## src/rtl/gate_op_arbiter_if.sv

```systemverilog
// Request/response bundle between N_REQ gate clients and the shared gate arbiter.
// Latency: wires only.
// Backpressure: req_ready gates each requester; rsp_ready stalls the single result slot.
interface gate_op_arbiter_if #(
    parameter int N_REQ = 4,
    parameter int ID_W  = 2,
    parameter int CNT_W = 16
);
    logic [N_REQ-1:0]   req_valid;
    logic [N_REQ-1:0]   req_ready;
    logic [N_REQ-1:0]   req_a;
    logic [N_REQ-1:0]   req_b;
    logic [3*N_REQ-1:0] req_op;
    logic               rsp_valid;
    logic               rsp_ready;
    logic [ID_W-1:0]    rsp_id;
    logic               rsp_y;
    logic               rsp_err;
    logic [CNT_W-1:0]   done_cnt;

    // Client side: issues requests, consumes results.
    modport master (
        output req_valid, req_a, req_b, req_op, rsp_ready,
        input  req_ready, rsp_valid, rsp_id, rsp_y, rsp_err, done_cnt
    );

    // Arbiter side.
    modport slave (
        input  req_valid, req_a, req_b, req_op, rsp_ready,
        output req_ready, rsp_valid, rsp_id, rsp_y, rsp_err, done_cnt
    );
endinterface

```

## src/rtl/gate_op_arbiter.sv

```systemverilog
// Round-robin sharing of one combinational gate unit among N_REQ requesters, registered tagged result.
// Latency: result valid one cycle after the accepting edge; one result per cycle sustained.
// Backpressure: all req_ready low while a result is held with rsp_ready low; drain and refill in the same cycle.

// Plain combinational gate bank; every gate output is produced, the caller selects one.
module logic_gates (
    input  logic a,
    input  logic b,
    output logic y_and,
    output logic y_or,
    output logic y_nand,
    output logic y_nor,
    output logic y_not,
    output logic y_xor,
    output logic y_xnor
);
    assign y_and  = a & b;
    assign y_or   = a | b;
    assign y_nand = ~(a & b);
    assign y_nor  = ~(a | b);
    assign y_not  = ~a;
    assign y_xor  = a ^ b;
    assign y_xnor = ~(a ^ b);
endmodule

module gate_op_arbiter #(
    parameter int N_REQ = 4,
    parameter int ID_W  = 2,
    parameter int CNT_W = 16
) (
    input  logic              clk,
    input  logic              rst,
    gate_op_arbiter_if.slave  bus
);
    logic [ID_W-1:0]  last;
    logic [ID_W-1:0]  gnt_idx;
    logic [ID_W-1:0]  srch_idx;
    logic [N_REQ-1:0] grant;
    logic [N_REQ-1:0] ready_int;
    logic             gnt_any;
    logic             can_accept;
    logic             xfer;
    logic             drain;
    logic             gnt_a;
    logic             gnt_b;
    logic [2:0]       gnt_op;
    logic             sel_y;
    logic             sel_err;
    logic y_and, y_or, y_nand, y_nor, y_not, y_xor, y_xnor;

    // Round-robin search starting just after the last accepted requester.
    always_comb begin
        grant    = '0;
        gnt_idx  = '0;
        gnt_any  = 1'b0;
        srch_idx = '0;
        for (int k = 1; k <= N_REQ; k++) begin
            srch_idx = ID_W'((int'(last) + k) % N_REQ);
            if (!gnt_any && bus.req_valid[srch_idx]) begin
                gnt_any           = 1'b1;
                gnt_idx           = srch_idx;
                grant[srch_idx]   = 1'b1;
            end
        end
    end

    // The result slot can take a new entry when empty or draining this cycle.
    assign can_accept    = !bus.rsp_valid || bus.rsp_ready;
    assign ready_int     = rst ? '0 : (grant & {N_REQ{can_accept}});
    assign bus.req_ready = ready_int;
    assign xfer          = |(bus.req_valid & ready_int);
    assign drain         = bus.rsp_valid && bus.rsp_ready;

    // Operand mux from the granted requester; zeros when nobody is granted.
    always_comb begin
        gnt_a  = 1'b0;
        gnt_b  = 1'b0;
        gnt_op = 3'd0;
        for (int i = 0; i < N_REQ; i++) begin
            if (gnt_any && gnt_idx == ID_W'(i)) begin
                gnt_a  = bus.req_a[i];
                gnt_b  = bus.req_b[i];
                gnt_op = bus.req_op[3*i +: 3];
            end
        end
    end

    logic_gates u_gates (
        .a      (gnt_a),
        .b      (gnt_b),
        .y_and  (y_and),
        .y_or   (y_or),
        .y_nand (y_nand),
        .y_nor  (y_nor),
        .y_not  (y_not),
        .y_xor  (y_xor),
        .y_xnor (y_xnor)
    );

    // Pick the gate output named by the op code; code 7 is reserved and flagged.
    always_comb begin
        sel_y   = 1'b0;
        sel_err = 1'b0;
        case (gnt_op)
            3'd0:    sel_y = y_and;
            3'd1:    sel_y = y_or;
            3'd2:    sel_y = y_nand;
            3'd3:    sel_y = y_nor;
            3'd4:    sel_y = y_not;
            3'd5:    sel_y = y_xor;
            3'd6:    sel_y = y_xnor;
            default: sel_err = 1'b1;
        endcase
    end

    // Result register, round-robin pointer and saturating completion counter.
    always_ff @(posedge clk) begin
        if (rst) begin
            bus.rsp_valid <= 1'b0;
            bus.rsp_y     <= 1'b0;
            bus.rsp_err   <= 1'b0;
            bus.rsp_id    <= '0;
            bus.done_cnt  <= '0;
            last          <= ID_W'(N_REQ - 1);
        end else begin
            if (xfer) begin
                bus.rsp_valid <= 1'b1;
                bus.rsp_y     <= sel_y;
                bus.rsp_err   <= sel_err;
                bus.rsp_id    <= gnt_idx;
                last          <= gnt_idx;
            end else if (drain) begin
                bus.rsp_valid <= 1'b0;
            end
            if (drain && bus.done_cnt != '1) begin
                bus.done_cnt <= bus.done_cnt + CNT_W'(1);
            end
        end
    end
endmodule

```

## src/flat_wrapper.sv

```systemverilog
// flat-port wrapper written by rule: the top's interface ports become plain ports
module gate_op_arbiter_flat 
#(
    parameter int N_REQ = 4,
    parameter int ID_W  = 2,
    parameter int CNT_W = 16
)
  (clk, rst, bus_req_valid, bus_req_a, bus_req_b, bus_req_op, bus_rsp_ready, bus_req_ready, bus_rsp_valid, bus_rsp_id, bus_rsp_y, bus_rsp_err, bus_done_cnt);
  gate_op_arbiter_if #(.N_REQ(N_REQ), .ID_W(ID_W), .CNT_W(CNT_W)) bus_i ();
  input  logic clk;
  input  logic rst;
  input wire logic [$bits(bus_i.req_valid)-1:0] bus_req_valid;
  input wire logic [$bits(bus_i.req_a)-1:0] bus_req_a;
  input wire logic [$bits(bus_i.req_b)-1:0] bus_req_b;
  input wire logic [$bits(bus_i.req_op)-1:0] bus_req_op;
  input wire logic [$bits(bus_i.rsp_ready)-1:0] bus_rsp_ready;
  output wire logic [$bits(bus_i.req_ready)-1:0] bus_req_ready;
  output wire logic [$bits(bus_i.rsp_valid)-1:0] bus_rsp_valid;
  output wire logic [$bits(bus_i.rsp_id)-1:0] bus_rsp_id;
  output wire logic [$bits(bus_i.rsp_y)-1:0] bus_rsp_y;
  output wire logic [$bits(bus_i.rsp_err)-1:0] bus_rsp_err;
  output wire logic [$bits(bus_i.done_cnt)-1:0] bus_done_cnt;
  assign bus_i.req_valid = bus_req_valid;
  assign bus_i.req_a = bus_req_a;
  assign bus_i.req_b = bus_req_b;
  assign bus_i.req_op = bus_req_op;
  assign bus_i.rsp_ready = bus_rsp_ready;
  assign bus_req_ready = bus_i.req_ready;
  assign bus_rsp_valid = bus_i.rsp_valid;
  assign bus_rsp_id = bus_i.rsp_id;
  assign bus_rsp_y = bus_i.rsp_y;
  assign bus_rsp_err = bus_i.rsp_err;
  assign bus_done_cnt = bus_i.done_cnt;
  gate_op_arbiter #(.N_REQ(N_REQ), .ID_W(ID_W), .CNT_W(CNT_W)) u_core (.clk(clk), .rst(rst), .bus(bus_i));
endmodule
```

## config.mk

```make
export PLATFORM = sky130hd
export DESIGN_NAME = gate_op_arbiter_flat
export DESIGN_NICKNAME = d
export VERILOG_FILES = /design/src/rtl/gate_op_arbiter_if.sv /design/src/rtl/gate_op_arbiter.sv /design/src/flat_wrapper.sv
export SDC_FILE = /design/constraint.sdc
export NUM_CORES = 1
export LEC_CHECK = 0
export ABC_AREA = 0
export CAP_MARGIN = 20
export CORE_MARGIN = 2
export CORE_UTILIZATION = 40
export CTS_BUF_LIST = sky130_fd_sc_hd__clkbuf_4 sky130_fd_sc_hd__clkbuf_8 sky130_fd_sc_hd__clkbuf_16
export DETAILED_ROUTE_END_ITERATION = 16
export HOLD_SLACK_MARGIN = 0.08
export PLACE_DENSITY = 0.75
export SLEW_MARGIN = 20
export SYNTH_ARGS = -nofsm -noshare
export SYNTH_HDL_FRONTEND = slang
export SYNTH_SLANG_ARGS = --single-unit
export TNS_END_PERCENT = 100
```

## constraint.sdc

```tcl
create_clock -name clk -period 3.9 [get_ports clk]
set_input_delay 0.39 -clock clk [delete_from_list [all_inputs] [get_ports clk]]
set_output_delay 0.39 -clock clk [all_outputs]
set_load 0.05 [all_outputs]
```

==> run_results.csv <==
group,metric,value,unit
power_and_ir_drop,intPower,863,uW
setup_path,crit_required,4.08,ns
sta,hold_viol_final,0,
layout,drive_above_1_share,11.6,%
sta,worst_slew_pin_slew,0.552,ns
power_and_ir_drop,powerDensity,645,nW/um^2
global_route,grt_max_degree,23,
power_and_ir_drop,clockPowerShare,8.8,%
detailed_routing,avgViaCountPerCell,5.53,
clock_network,clock_latency,0.26,ns
clock_network,htreeDepth,1,
setup_path,critPathKind,"input port to register",
setup_path,reg2regPathDepth,14,
die,start_util,41.1,%
setup_path,r2r-start,"u_core.last[0]$_SDFFE_PP1P_",
place,hpwl,3.54,mm
layout,final_util,55.1,%
detailed_routing,antenna_left,0,
global_route,grt_usage,17.7,%
setup_path,path_max_fanout,13,
clock_network,cts_hold_buffers,0,
job,maxCapViolCount,0,
detailed_routing,num_vias,1923,
synthesis,syn_inst,236,
worst_hold_path,hold_end,"u_core.bus.rsp_err$_SDFFE_PP0P_",
clock_network,postCtsResizedCells,0,
clock_network,cts_root_buffer,"clkbuf_8",
die,die-area,5360,sq um
sta,clock-skew-final,0.00325,ns
clock_network,cts.clk_slew.worst_paths,0.08,ns
setup_path,rrSetupSlack,0.52,ns
power_and_ir_drop,switchingPower,794,uW
sta,rsz0062_at_grt,"false",
setup_path,startpoint,"bus_req_valid[1]",
clock_network,cts.path.max_buffers,2,
global_route,antenna_found_initial,0,
sta,max_freq,292,MHz
detailed_routing,drc,0,
clock_network,cts_inserted_buffers,3,
die,die_h,73.2,um
die,coreArea,4660,sq um
die,die_w,73.2,um
sta,min_period_over_period,87.9,%
place,place_congestion,0.816,
setup_path,cp-start-kind,"input port",
synthesis,syn-num-nets,273,
global_route,overflow,0,
setup_path,end_kind,"register",
layout,syn2layout_area_growth,34.0,%
synthesis,yosys.cell_types.count,55,
sta,slew_headroom,63.2,%
setup_path,worstReg2RegEnd,"u_core.bus.rsp_y$_SDFFE_PP0P_",
power_and_ir_drop,p_sw_share,47.9,%
setup_path,critPathArrivalTime,3.61,ns
sta,finalWorstPathRequiredPeriod,3.43,ns
clock_network,post-cts-setup-buffer-count,0,
layout,finalInstanceArea,2570,sq um
place,placed_area,2520,sq um
detailed_routing,wl_per_cell,13.3,um
synthesis,synthFlopType,"dfxtp_1",
sta,final_max_slew_viol_count,0,
outcome,status,"completed",
power_and_ir_drop,comb_power_share,74.2,%
clock_network,cts_tree,"built",
worst_hold_path,min_from,"u_core.bus.rsp_err$_SDFFE_PP0P_",
detailed_routing,firstDrtPassIters,4,
synthesis,ys_seq_area_share,24.0,%
detailed_routing,drtIter0Drc,114,
place,port_buffers,51,
power_and_ir_drop,vdd_drop_max,0.348,mV
power_and_ir_drop,power.total,1660,uW
die,io_pins,52,
synthesis,synth.avg_cell_area,8.12,sq um
detailed_routing,routed_wl,4.63,mm
synthesis,netlist_area,1920,sq um
global_route,grt_pass1_wl,7.76,mm
sta,finalSetupViolCount,0,
synthesis,synth_async_sr_flop_share,0,%
worst_hold_path,holdPathStages,2,
global_route,grt_pass1_vias,1808,
synthesis,synth_edf_count,0,
clock_network,cts_sinks,23,
layout,nNetsFinal,332,
synthesis,ys_ff_latch,23,
die,row_count,25,
synthesis,ys_warn_count,0,
worst_hold_path,hold_class,"register to register",
power_and_ir_drop,total_leakage_power,0.000998,uW
sta,tns,0,ns
power_and_ir_drop,pwr-share-seq,17.0,%
layout,n_antenna_cell,0,
[layout by cell type (no fill, tap or decap), types with 2 or more instances in the layout]
cell type,synthesis,routed
and3_1,2,2
o211a_1,2,2
nand3b_1,2,2
mux2i_1,13,13
buf_4,0,18
or3_1,6,6
nand3_1,6,6
o21a_1,3,3
nand4_1,4,4
clkdlybuf4s50_1,0,47
a21oi_1,9,9
dfxtp_1,23,23
nor3_1,2,2
nor2_1,35,35
o21bai_1,2,2
o21ai_0,13,13
clkbuf_8,0,3
a22oi_1,4,4
o221ai_1,2,2
xnor2_1,5,5
nand2_1,18,18
xor2_1,6,6
or2_2,4,4
ha_1,10,10
mux4_2,2,2
inv_1,12,12
o21ai_1,2,2
o211ai_1,2,2
a221oi_1,6,6
nor2b_1,5,5
[state kept, by name, indices dropped and copies added, names as in the netlist]
name	cells
u_core.last	2
u_core.bus.done_cnt	16
u_core.bus.rsp_valid	1
u_core.bus.rsp_id	2
u_core.bus.rsp_err	1
u_core.bus.rsp_y	1
[routing by layer]
metal	vias up	share of wire [%]	global-route usage, %
met1	903	49	23.5
li1	974	-	-
met3	4	3.0	1.80
met5	-	0	0
met4	0	0.50	3.50
met2	42	48	31.0
[metrics by stage]
stage / instances / hold slack [ns] / setup WS (ns)
4_1_cts: 348 / 0.460 / 0.490
5_1_grt: 348 / 0.511 / 0.197
3_3_place_gp: 344 / 0.447 / 0.316
3_5_place_dp: 344 / 0.450 / 0.226
6_report: 348 / 0.458 / 0.470
2_1_floorplan: 236 / 0.456 / 0.173
[power groups by stage]
stage          clock network [uW]  logic [uW]  registers, uW
2_1_floorplan                   0         881            354
3_3_place_gp                    0        1210            286
3_5_place_dp                    0        1220            287
4_1_cts                       150        1230            283
5_1_grt                       160        1340            286
6_report                      146        1230            282
[final cells by class]
class	instances	area (sq um)
Fill cell	442	2090
Multi-Input combinational cell	190	1340
Timing Repair Buffer	65	606
Sequential cell	23	460
Tap cell	54	67.6
Inverter	12	45.0
Clock buffer	3	41.3
Clock inverter	1	5.00
[critical path, cell delays in order]
cell	delay (ns)
clkdlybuf4s50_1	0.61
mux4_2	0.63
a211o_1	0.31
o21a_1	0.19
mux2i_1	0.13
o21ai_0	0.15
o21a_1	0.19
inv_1	0.05
ha_1	0.30
mux2i_1	0.12
a311o_1	0.34
a221oi_2	0.20
[cell families (layout without fill, tap and decap cells)]
group	Yosys count	count (layout)	share of synthesized area, %
AOI/OAI and AO/OA	62	62	25.6
buffers and inverters	23	81	5.87
and+or+nand+nor	90	90	22.5
muxes	17	17	10.5
adders and majority gates	10	10	6.53
xor gates and xnor gates	11	11	5.03
DFF	23	23	24.0
[worst max-delay path by stage]
| stage | to | slack, ns | cells past startpoint |
|---|---|---|---|
| after CTS | u_core.bus.rsp_y$_SDFFE_PP0P_ | 0.49 | 12 |
| final | u_core.bus.rsp_y$_SDFFE_PP0P_ | 0.47 | 12 |
| after detailed placement | u_core.bus.rsp_y$_SDFFE_PP0P_ | 0.23 | 12 |
| after global placement | u_core.bus.rsp_y$_SDFFE_PP0P_ | 0.32 | 12 |
| after global routing | u_core.bus.rsp_y$_SDFFE_PP0P_ | 0.20 | 16 |
| after floorplan | u_core.bus.rsp_err$_SDFFE_PP0P_ | 0.17 | 12 |
[Yosys cell counts, types with 2 or more instances]
| cell | instances | area [sq um] |
|---|---|---|
| buf_2 | 3 | 15.0 |
| buf_6 | 3 | 33.8 |
| a22oi_1 | 4 | 30.0 |
| xnor2_1 | 5 | 43.8 |
| o21a_1 | 3 | 22.5 |
| a21oi_1 | 9 | 45.0 |
| o221ai_1 | 2 | 17.5 |
| o21bai_1 | 2 | 15.0 |
| ha_1 | 10 | 125 |
| mux4_2 | 2 | 45.0 |
| xor2_1 | 6 | 52.6 |
| o21ai_0 | 13 | 65.1 |
| and3_1 | 2 | 12.5 |
| o211ai_1 | 2 | 15.0 |
| dfxtp_1 | 23 | 460 |
| o211a_1 | 2 | 20.0 |
| or2_2 | 4 | 25.0 |
| nand3_1 | 6 | 30.0 |
| or3_1 | 6 | 37.5 |
| inv_1 | 12 | 45.0 |
| clkbuf_1 | 5 | 18.8 |
| o21ai_1 | 2 | 10.0 |
| nor2b_1 | 5 | 31.3 |
| a221oi_1 | 6 | 52.6 |
| nand4_1 | 4 | 25.0 |
| nand3b_1 | 2 | 15.0 |
| nor2_1 | 35 | 131 |
| nor3_1 | 2 | 10.0 |
| nand2_1 | 18 | 67.6 |
| mux2i_1 | 13 | 130 |
Note: power is estimated with default switching activity, not from simulation.
